==> src/rtl/pipeline_pkg.sv <==
// Shared decode/execute frame layout: field widths, bit offsets and loc extractors.
// The packed struct and the *_LSB offsets describe the same MSB->LSB layout.
package pipeline_pkg;

  localparam int DATA_W    = 32;
  localparam int REGADDR_W = 5;
  localparam int RSEL_W    = 3;

  localparam int WE_LSB     = 0;
  localparam int WSEL_LSB   = WE_LSB + 1;
  localparam int RSEL_LSB   = WSEL_LSB + REGADDR_W;
  localparam int SUB_LSB    = RSEL_LSB + RSEL_W;
  localparam int UNS_LSB    = SUB_LSB + 1;
  localparam int IMMSEL_LSB = UNS_LSB + 1;
  localparam int IMM_LSB    = IMMSEL_LSB + 1;
  localparam int BLOC_LSB   = IMM_LSB + DATA_W;
  localparam int BOP_LSB    = BLOC_LSB + REGADDR_W;
  localparam int ALOC_LSB   = BOP_LSB + DATA_W;
  localparam int AOP_LSB    = ALOC_LSB + REGADDR_W;
  localparam int FRAME_W    = AOP_LSB + DATA_W;

  typedef struct packed {
    logic [DATA_W-1:0]    aOperand;
    logic [REGADDR_W-1:0] aLoc;
    logic [DATA_W-1:0]    bOperand;
    logic [REGADDR_W-1:0] bLoc;
    logic [DATA_W-1:0]    immediateVal;
    logic                 immediateSelect;
    logic                 unsignedSelect;
    logic                 subtractEnable;
    logic [RSEL_W-1:0]    resultSelect;
    logic [REGADDR_W-1:0] writeSelect;
    logic                 writeEnable;
  } frame_t;

  function automatic logic [REGADDR_W-1:0] getALoc(input logic [FRAME_W-1:0] f);
    return f[ALOC_LSB +: REGADDR_W];
  endfunction

  function automatic logic [REGADDR_W-1:0] getBLoc(input logic [FRAME_W-1:0] f);
    return f[BLOC_LSB +: REGADDR_W];
  endfunction

endpackage

==> src/rtl/frame_slot.sv <==
// One frame storage entry: loads a new frame and forwards writeback data into
// either operand whose source register matches; zero-cycle snoop on the load path.
module frame_slot
  import pipeline_pkg::*;
#(
  parameter int DATA_W    = pipeline_pkg::DATA_W,
  parameter int REGADDR_W = pipeline_pkg::REGADDR_W,
  parameter int RSEL_W    = pipeline_pkg::RSEL_W,
  localparam int FW       = 3*DATA_W + 3*REGADDR_W + RSEL_W + 4
) (
  input  logic                 clk,
  input  logic                 reset,
  input  logic                 load,
  input  logic [FW-1:0]        loadData,
  input  logic                 keep,
  input  logic                 wbValid,
  input  logic [REGADDR_W-1:0] wbAddr,
  input  logic [DATA_W-1:0]    wbData,
  output logic [FW-1:0]        frame
);

  localparam int BLOC = 4 + REGADDR_W + RSEL_W + DATA_W;
  localparam int BOP  = BLOC + REGADDR_W;
  localparam int ALOC = BOP + DATA_W;
  localparam int AOP  = ALOC + REGADDR_W;

  logic [FW-1:0] nextFrame;
  logic          snoopEn;

  // Only live contents are snooped; a slot leaving this cycle is bypassed downstream.
  assign snoopEn = (load || keep) && wbValid && (wbAddr != '0);

  always_comb begin
    nextFrame = frame;
    if (load) nextFrame = loadData;
    if (snoopEn && (nextFrame[ALOC +: REGADDR_W] == wbAddr)) nextFrame[AOP +: DATA_W] = wbData;
    if (snoopEn && (nextFrame[BLOC +: REGADDR_W] == wbAddr)) nextFrame[BOP +: DATA_W] = wbData;
  end

  always_ff @(posedge clk or posedge reset) begin
    if (reset) frame <= '0;
    else       frame <= nextFrame;
  end

endmodule

==> src/rtl/pipeline_frame_buffer.sv <==
// Elastic DEPTH-entry decode->execute frame buffer with flush and writeback snoop.
// One cycle push-to-head latency; in_ready drops only when every slot is held.
module pipeline_frame_buffer
  import pipeline_pkg::*;
#(
  parameter int DATA_W    = pipeline_pkg::DATA_W,
  parameter int REGADDR_W = pipeline_pkg::REGADDR_W,
  parameter int RSEL_W    = pipeline_pkg::RSEL_W,
  parameter int DEPTH     = 2,
  localparam int FW       = 3*DATA_W + 3*REGADDR_W + RSEL_W + 4,
  localparam int PTR_W    = $clog2(DEPTH),
  localparam int CNT_W    = PTR_W + 1
) (
  input  logic                 clk,
  input  logic                 reset,
  input  logic                 in_valid,
  output logic                 in_ready,
  input  logic [FW-1:0]        frame_in,
  output logic                 out_valid,
  input  logic                 out_ready,
  output logic [FW-1:0]        frame_out,
  input  logic                 flush,
  input  logic                 wb_valid,
  input  logic [REGADDR_W-1:0] wb_addr,
  input  logic [DATA_W-1:0]    wb_data,
  output logic [CNT_W-1:0]     occupancy
);

  logic [PTR_W-1:0] wp, rp;
  logic [CNT_W-1:0] count;
  logic             push, pop;
  logic [DEPTH-1:0] slotLoad, slotKeep;
  logic [FW-1:0]    slotData [DEPTH];

  assign in_ready  = !reset && (count < CNT_W'(DEPTH));
  assign out_valid = (count != '0);
  assign occupancy = count;
  assign frame_out = slotData[rp];
  assign push      = in_valid && in_ready;
  assign pop       = out_valid && out_ready;

  always_ff @(posedge clk or posedge reset) begin
    if (reset) begin
      wp    <= '0;
      rp    <= '0;
      count <= '0;
    end else if (flush) begin
      wp    <= '0;
      rp    <= '0;
      count <= '0;
    end else begin
      wp    <= wp + PTR_W'(push);
      rp    <= rp + PTR_W'(pop);
      count <= count + CNT_W'(push) - CNT_W'(pop);
    end
  end

  for (genvar i = 0; i < DEPTH; i++) begin : gSlot
    logic [PTR_W-1:0] rel;
    // Slot i is held when its distance from the head is below the count.
    assign rel         = PTR_W'(i) - rp;
    assign slotLoad[i] = push && !flush && (wp == PTR_W'(i));
    assign slotKeep[i] = !flush && ({1'b0, rel} < count) && !(pop && (rp == PTR_W'(i)));

    frame_slot #(
      .DATA_W   (DATA_W),
      .REGADDR_W(REGADDR_W),
      .RSEL_W   (RSEL_W)
    ) uSlot (
      .clk     (clk),
      .reset   (reset),
      .load    (slotLoad[i]),
      .loadData(frame_in),
      .keep    (slotKeep[i]),
      .wbValid (wb_valid),
      .wbAddr  (wb_addr),
      .wbData  (wb_data),
      .frame   (slotData[i])
    );
  end

endmodule

==> config.mk <==
export PLATFORM = sky130hd
export DESIGN_NAME = pipeline_frame_buffer
export DESIGN_NICKNAME = d
export VERILOG_FILES = /design/src/rtl/pipeline_pkg.sv /design/src/rtl/frame_slot.sv /design/src/rtl/pipeline_frame_buffer.sv
export SDC_FILE = /design/constraint.sdc
export NUM_CORES = 1
export LEC_CHECK = 0
export BUFFER_PORTS_ARGS = -buffer_cell sky130_fd_sc_hd__buf_4
export CORE_MARGIN = 2
export CORE_UTILIZATION = 55
export DETAILED_ROUTE_END_ITERATION = 6
export GPL_ROUTABILITY_DRIVEN = 1
export PLACE_DENSITY = 0.9
export SLEW_MARGIN = 20
export SYNTH_ARGS = -nofsm -noshare
export SYNTH_HDL_FRONTEND = slang
export SYNTH_SLANG_ARGS = --single-unit
==> constraint.sdc <==
create_clock -name clk -period 8.1 [get_ports clk]
set_input_delay 0.81 -clock clk [delete_from_list [all_inputs] [get_ports clk]]
set_output_delay 0.81 -clock clk [all_outputs]
set_load 0.02 [all_outputs]
# Yosys cells after proc, flatten, opt, wreduce, memory -nomap -nowiden

Cells that the tools add are included.

Bits of input ports: 161
Register bits after elaboration: 240
Output and inout port bits: 122

Reductions and logical operators: 32
Add/sub/neg operators: 6
Bitwise gates (word level): 3
Eq/ne operators: 4
Mux-type cells: 12
Magnitude comparators: 4

Operators with widths:

| cell                                          | number |
|---|---|
| 118-bit two-way mux                           | 5 |
| 32-bit two-way mux                            | 4 |
| 5-bit == test                                 | 4 |
| 1-bit logical AND                             | 20 |
| 2-bit nonzero test                            | 5 |
| 5-bit nonzero test                            | 1 |
| 1-bit zero test                               | 4 |
| 1-bit by 2-bit < comparator with 1-bit output | 2 |
| 1-bit adder                                   | 2 |
| 2-bit by 1-bit adder with 2-bit output        | 1 |
| 2-bit >= comparator, second input constant    | 1 |
| 1-bit logical OR                              | 2 |
| 2-bit < comparator, second input constant     | 1 |
| 1-bit two-way mux                             | 2 |
| 2-bit two-way mux                             | 1 |
| 1-bit NOT                                     | 2 |
| 1-bit NOT with 2-bit output                   | 1 |
| 1-bit subtractor, first input constant        | 2 |
| 2-bit by 1-bit subtractor with 2-bit output   | 1 |

# Longest topological paths before layout

Word-level depth: 10
Gate-level depth with buffers: 10
Mapped depth without buffers: 8

# Cells and area by module

Synthesis repeated with hierarchy kept, for this count alone.

Cell total of the unflattened synthesis: 836
Area total of the unflattened synthesis: 12752.2 µm²

By module, submodules not included:

| module                | area each (µm²) | times used | cells an instance | seq. area each (µm²) |
|---|---|---|---|---|
| frame_slot            | 5517.8          | 2          | 336               | 2952.8 |
| pipeline_frame_buffer | 1716.6          | 1          | 164               | 100.1 |

# Worst setup path before layout

No wires, ideal clock.

Path type: reg2reg
Start: register count[1] (netlist: occupancy[1])
End: register gSlot[1].uSlot.frame[49]
Library setup time: 127 ps
Data arrival time: 3128 ps
Stages on the path, launching flop included: 9
Slack: 4845 ps
Data required time: 7973 ps
Path through: dfrtp_1 > or2_2 > and2_1 > ha_1 > a2111oi_0 > nand4b_1 > a222oi_1 > buf_6 > mux2_1

Cells in the longest elaborated chain, start to end: 10

Ends and longest elaborated chain:

| element                                                         | line                        | source |
|---|---|---|
| start, declared                                                 | pipeline_frame_buffer.sv:30 | `logic [CNT_W-1:0] count;` |
| start signal, assigned                                          | pipeline_frame_buffer.sv:54 | `count <= count + CNT_W'(push) - CNT_W'(pop);` |
| 2-bit nonzero test (*)                                          | pipeline_frame_buffer.sv:36 | `assign out_valid = (count != '0);` |
| net out_valid                                                   | pipeline_frame_buffer.sv:19 | `output logic out_valid,` |
| 1-bit logical AND (*)                                           | pipeline_frame_buffer.sv:40 | `assign pop = out_valid && out_ready;` |
| 1-bit logical AND (*)                                           | pipeline_frame_buffer.sv:63 | `assign slotKeep[i] = !flush && ({1'b0, rel} < count) && !(pop && (rp == PTR_W'(i)));` |
| 1-bit zero test (*)                                             | pipeline_frame_buffer.sv:63 |  |
| 1-bit logical AND (*)                                           | pipeline_frame_buffer.sv:63 |  |
| 1-bit logical OR (*)                                            | frame_slot.sv:31            | `assign snoopEn = (load \|\| keep) && wbValid && (wbAddr != '0);` |
| 1-bit logical AND (*) (2 in series)                             | frame_slot.sv:31            |  |
| 1-bit logical AND (*)                                           | frame_slot.sv:37            | `if (snoopEn && (nextFrame[BLOC +: REGADDR_W] == wbAddr)) nextFrame[BOP +: DATA_W] = wbData;` |
| 32-bit two-way mux / 2-bit nonzero test (equally long branches) | --                          |  |
| end signal, assigned                                            | frame_slot.sv:42            | `else frame <= nextFrame;` |
| end, declared                                                   | frame_slot.sv:19            | `output logic [FW-1:0] frame` |

Mark *: on every way through the listed nets, which the timed path passes. The rest lies on a longest branch. The select of a mux whose other input is x is not followed.
A chain may end at the register's enable or synchronous reset.

# Worst setup path in the final report

Start: register rp
End: output frame_out[117]

Cells in the longest elaborated chain, start to end: 4

Ends and longest elaborated chain:

| element                                                 | line                        | source |
|---|---|---|
| start, declared                                         | pipeline_frame_buffer.sv:29 | `logic [PTR_W-1:0] wp, rp;` |
| start signal, assigned                                  | pipeline_frame_buffer.sv:53 | `rp <= rp + PTR_W'(pop);` |
| 1-bit NOT with 2-bit output (not written as such)       | pipeline_frame_buffer.sv:38 | `assign frame_out = slotData[rp];` |
| 118-bit two-way mux (not written as such) (3 in series) | pipeline_frame_buffer.sv:38 |  |
| end, declared                                           | pipeline_frame_buffer.sv:21 | `output logic [FW-1:0] frame_out,` |

Every way passes these cells. The select of a mux whose other input is x is not followed.

==> impl_summary.txt <==
----------------------------------------------------
[Outcome]
  Run status ... completed

[Cells and area]
  Most frequent cells in the layout ... 394 x sky130_fd_sc_hd__mux2_2, 289 x sky130_fd_sc_hd__buf_4, 239 x sky130_fd_sc_hd__dfrtp_1
  Net count reported at finish ... 1,315
  Area growth from synthesis to layout ... 26.1%
  Most frequent standard cell in the layout excluding fill and tap cells ... sky130_fd_sc_hd__mux2_2
  Area of all sequential standard cells ... 0.00601 mm²
  Share of post-route cells with drive strength above 1 ... 62.8%
  Post-route cell area ... 0.0155 mm²
  Number of filler instances in the final layout ... 1,510
  Total area of multi-input combinational cells ... 0.00606 mm²
  Diode count ... 0

[Hold path]
  Class of the worst hold path ... primary input to async pin

[Route]
  Total Routed Length ... 29,800 µm
  Violation count after the first detailed-route iteration ... 293
  Count of antenna-violating nets left after detailed routing ... 0
  Detailed-routing iteration count for the pre-antenna-repair pass ... 6
  DR vias ... 8,156
  Routed WL per cell ... 20.6 µm
  Remaining design rule violation count ... 0
  Vias per std cell ... 5.63

[Placed design]
  Number of port buffers ... 282
  Post-DP Area ... 0.0147 mm²
  Final RePlAce weighted congestion ... 0.918
  DPL Wire Length ... 19,800 µm

[Floorplan]
  Full die area ... 0.0236 mm²
  Effective utilization at floorplan ... 56.3%
  Placement row count ... 54
  Core area ... 0.0219 mm²
  Die W ... 154 µm
  Die Y-Extent ... 154 µm
  Boundary pin count ... 283

[Setup path]
  Maximum net fanout on the critical path ... 75
  CP Data Required Time ... 7.29 ns
  Critical path class ... flop to output port
  Type of destination of the critical path ... output port
  Arrival time of data at the critical path endpoint ... 3.06 ns
  Kind of start point of the critical path ... flop

[Clocking]
  Worst-Skew Late Latency ... 0.52 ns
  Post-cts resize count ... 0
  CTS Hold Buffers Added ... 0
  TritonCTS clock tree ... built
  Largest buffer count on any clock path ... 3
  Setup Fix Bufs, Post-CTS ... 0
  CTS root buf ... sky130_fd_sc_hd__clkbuf_16
  H-tree level count ... 1
  Clock edge transition at the registers on the reported setup and hold paths ... 0.06 ns
  Total number of clock tree sinks ... 240
  Number of buffers added by the clock tree synthesis step ... 26

[Pwr]
  Combinational Power Share ... 45.0%
  Cell-internal power ... 3990 µW
  Switching part of the total ... 33.7%
  Leakage Power ... 0.00724 µW
  Largest voltage drop on the vdd net ... 0.308 mV
  Clock power frac ... 20.0%
  Power density of the placed cells ... 387 mW/mm²
  Sequential group share of total power ... 35.0%
  Net Sw Power ... 2030 µW

[STA]
  Highest Clock Rate ... 259 MHz
  Slew at the pin closest to its max-slew limit ... 1.09 ns
  Total count of hold-check failures in the final report ... 0
  Setup TNS ... 0 ns
  Post-route clock period utilization ... 47.7%
  Final clock skew ... 0.0138 ns
  Rel. slew slack ... 27.4%
  Total setup violations reported at the end of the flow ... 0
  Hold WS ... 0.390 ns
  Min Clock Period, post-route ... 3.87 ns
  Setup repair after global routing missed its margin ... no
  Max-slew violation count ... 0

[Global route]
  Met2 usage in global routing ... 40.8%
  Number of antenna violations at the first check in global routing ... 0
  Wire length of the first global-routing pass ... 47,100 µm
  Via count of the first global-routing pass ... 8,847
  Routing usage on met3 ... 7.55%
  Most congested layer reported by global routing ... met2
  Overflow left after global routing ... 0
  Gr usage total ... 24.7%
  Largest net degree at the start of global routing ... 84
  Met1 Resource Use GR ... 31.9%

[Synth]
  Syn Inst Count ... 887
  Total of warnings raised by yosys ... 0
  Yosys reg bits ... 240
  Mapped cell area ... 0.0123 mm²
  Post-synthesis cell type count ... 40
  Post-synthesis net count ... 1,052
  Mean instance size in the synthesized netlist ... 13.9 µm²
  Sequential-to-total area share from yosys stat ... 48.7%

[Run]
  Max-capacitance violation count ... 0

----------------------------------------------------
## worst max-delay path, cell delays in order, from the launching register on
cell and delay [ns]:
sky130_fd_sc_hd__dfrtp_4 1.14, sky130_fd_sc_hd__buf_4 0.69, sky130_fd_sc_hd__mux2_2 0.44, sky130_fd_sc_hd__buf_4 0.16
## flip-flops by register name, summed over array words and instances, names as in the netlist
| name | count |
|---|---|
| gSlot.uSlot.frame | 236 |
| rp | 1 |
| occupancy | 2 |
| wp | 1 |
## synthesized netlist by cell type, drive strengths merged
cell type / n / area share [%]
mux2: 471 / 43
dfrtp: 240 / 49
clkbuf: 42 / 1.3
nand2: 27 / 0.82
buf: 14 / 0.68
inv: 14 / 0.43
xnor2: 12 / 0.85
xor2: 11 / 0.78
nor2: 6 / 0.18
o21ai: 6 / 0.24
ha: 4 / 0.41
a21oi: 3 / 0.12
nand2b: 3 / 0.15
nand3: 3 / 0.12
nor4: 3 / 0.15
nor4b: 3 / 0.33
or4: 3 / 0.18
a222oi: 2 / 0.16
mux2i: 2 / 0.16
nor2b: 2 / 0.10
o221ai: 2 / 0.14
a2111oi: 1 / 0.071
a211oi: 1 / 0.10
a221oi: 1 / 0.071
and2: 1 / 0.051
and3: 1 / 0.051
nand3b: 1 / 0.061
nand4: 1 / 0.051
nand4b: 1 / 0.071
o2111ai: 1 / 0.071
o211ai: 1 / 0.061
o221a: 1 / 0.091
o22ai: 1 / 0.051
or2: 1 / 0.051
or4b: 1 / 0.081
## area by class of cell
class,instances,share of cell area (%)
clock buffer,37,4.78
clock inverter,9,0.797
inverter,14,0.386
multi-input combinational,577,39.0
sequential,240,38.7
tap,280,2.25
timing repair buffer,291,14.1
## final timing paths
check / end / slack, ns / cells after the start / from
worst max register to register: gSlot[1].uSlot.frame[57] / 4.56 / 6 / occupancy[1]
min in group clk: gSlot[0].uSlot.frame[41] / 0.50 / 1 / gSlot[0].uSlot.frame[41]
max in group asynchronous: gSlot[0].uSlot.frame[24] / 6.56 / 3 / reset
worst min register to register: gSlot[0].uSlot.frame[41] / 0.50 / 1 / gSlot[0].uSlot.frame[41]
worst max-delay path: frame_out[117] / 4.23 / 3 / rp
worst min-delay path: rp / 0.39 / 2 / reset
## layer usage
metal  wire (µm)  part of all wire (%)
met4         693                   2.3
met2       14500                    49
met1       12100                    40
met5           0                     0
met3        2610                   8.7
## power groups by stage
stage               clock (µW)  sequential [µW]  combinational [µW]
floorplan                    0             1970                1850
global placement             0             2070                2650
detailed placement           0             2120                2710
CTS                       1230             2110                2730
global route              1270             2180                2880
finish                    1200             2110                2710
## metrics by stage
stage	setup WS [ns]	std cells	total power (µW)	utilization [%]
finish	4.23	1448	6020	71.0
global route	4.11	1448	6330	71.0
CTS	4.24	1448	6060	71.0
detailed placement	4.09	1402	4830	67.0
global placement	4.10	1402	4720	67.0
floorplan	0.702	887	3830	-
## cells by family (layout without fill, tap and decap cells)
kind of cell	after synthesis	count (layout)	share of synthesized area, %
AO/OA/AOI/OAI	20	20	1.19
flip-flops	240	240	48.7
multiplexers	473	473	43.2
buffers and inverters	70	351	2.39
XOR/XNOR	23	23	1.63
AND/OR/NAND/NOR	57	57	2.47
adder cells (fa/ha/maj)	4	4	0.406
(Power assumes the default switching activity.)
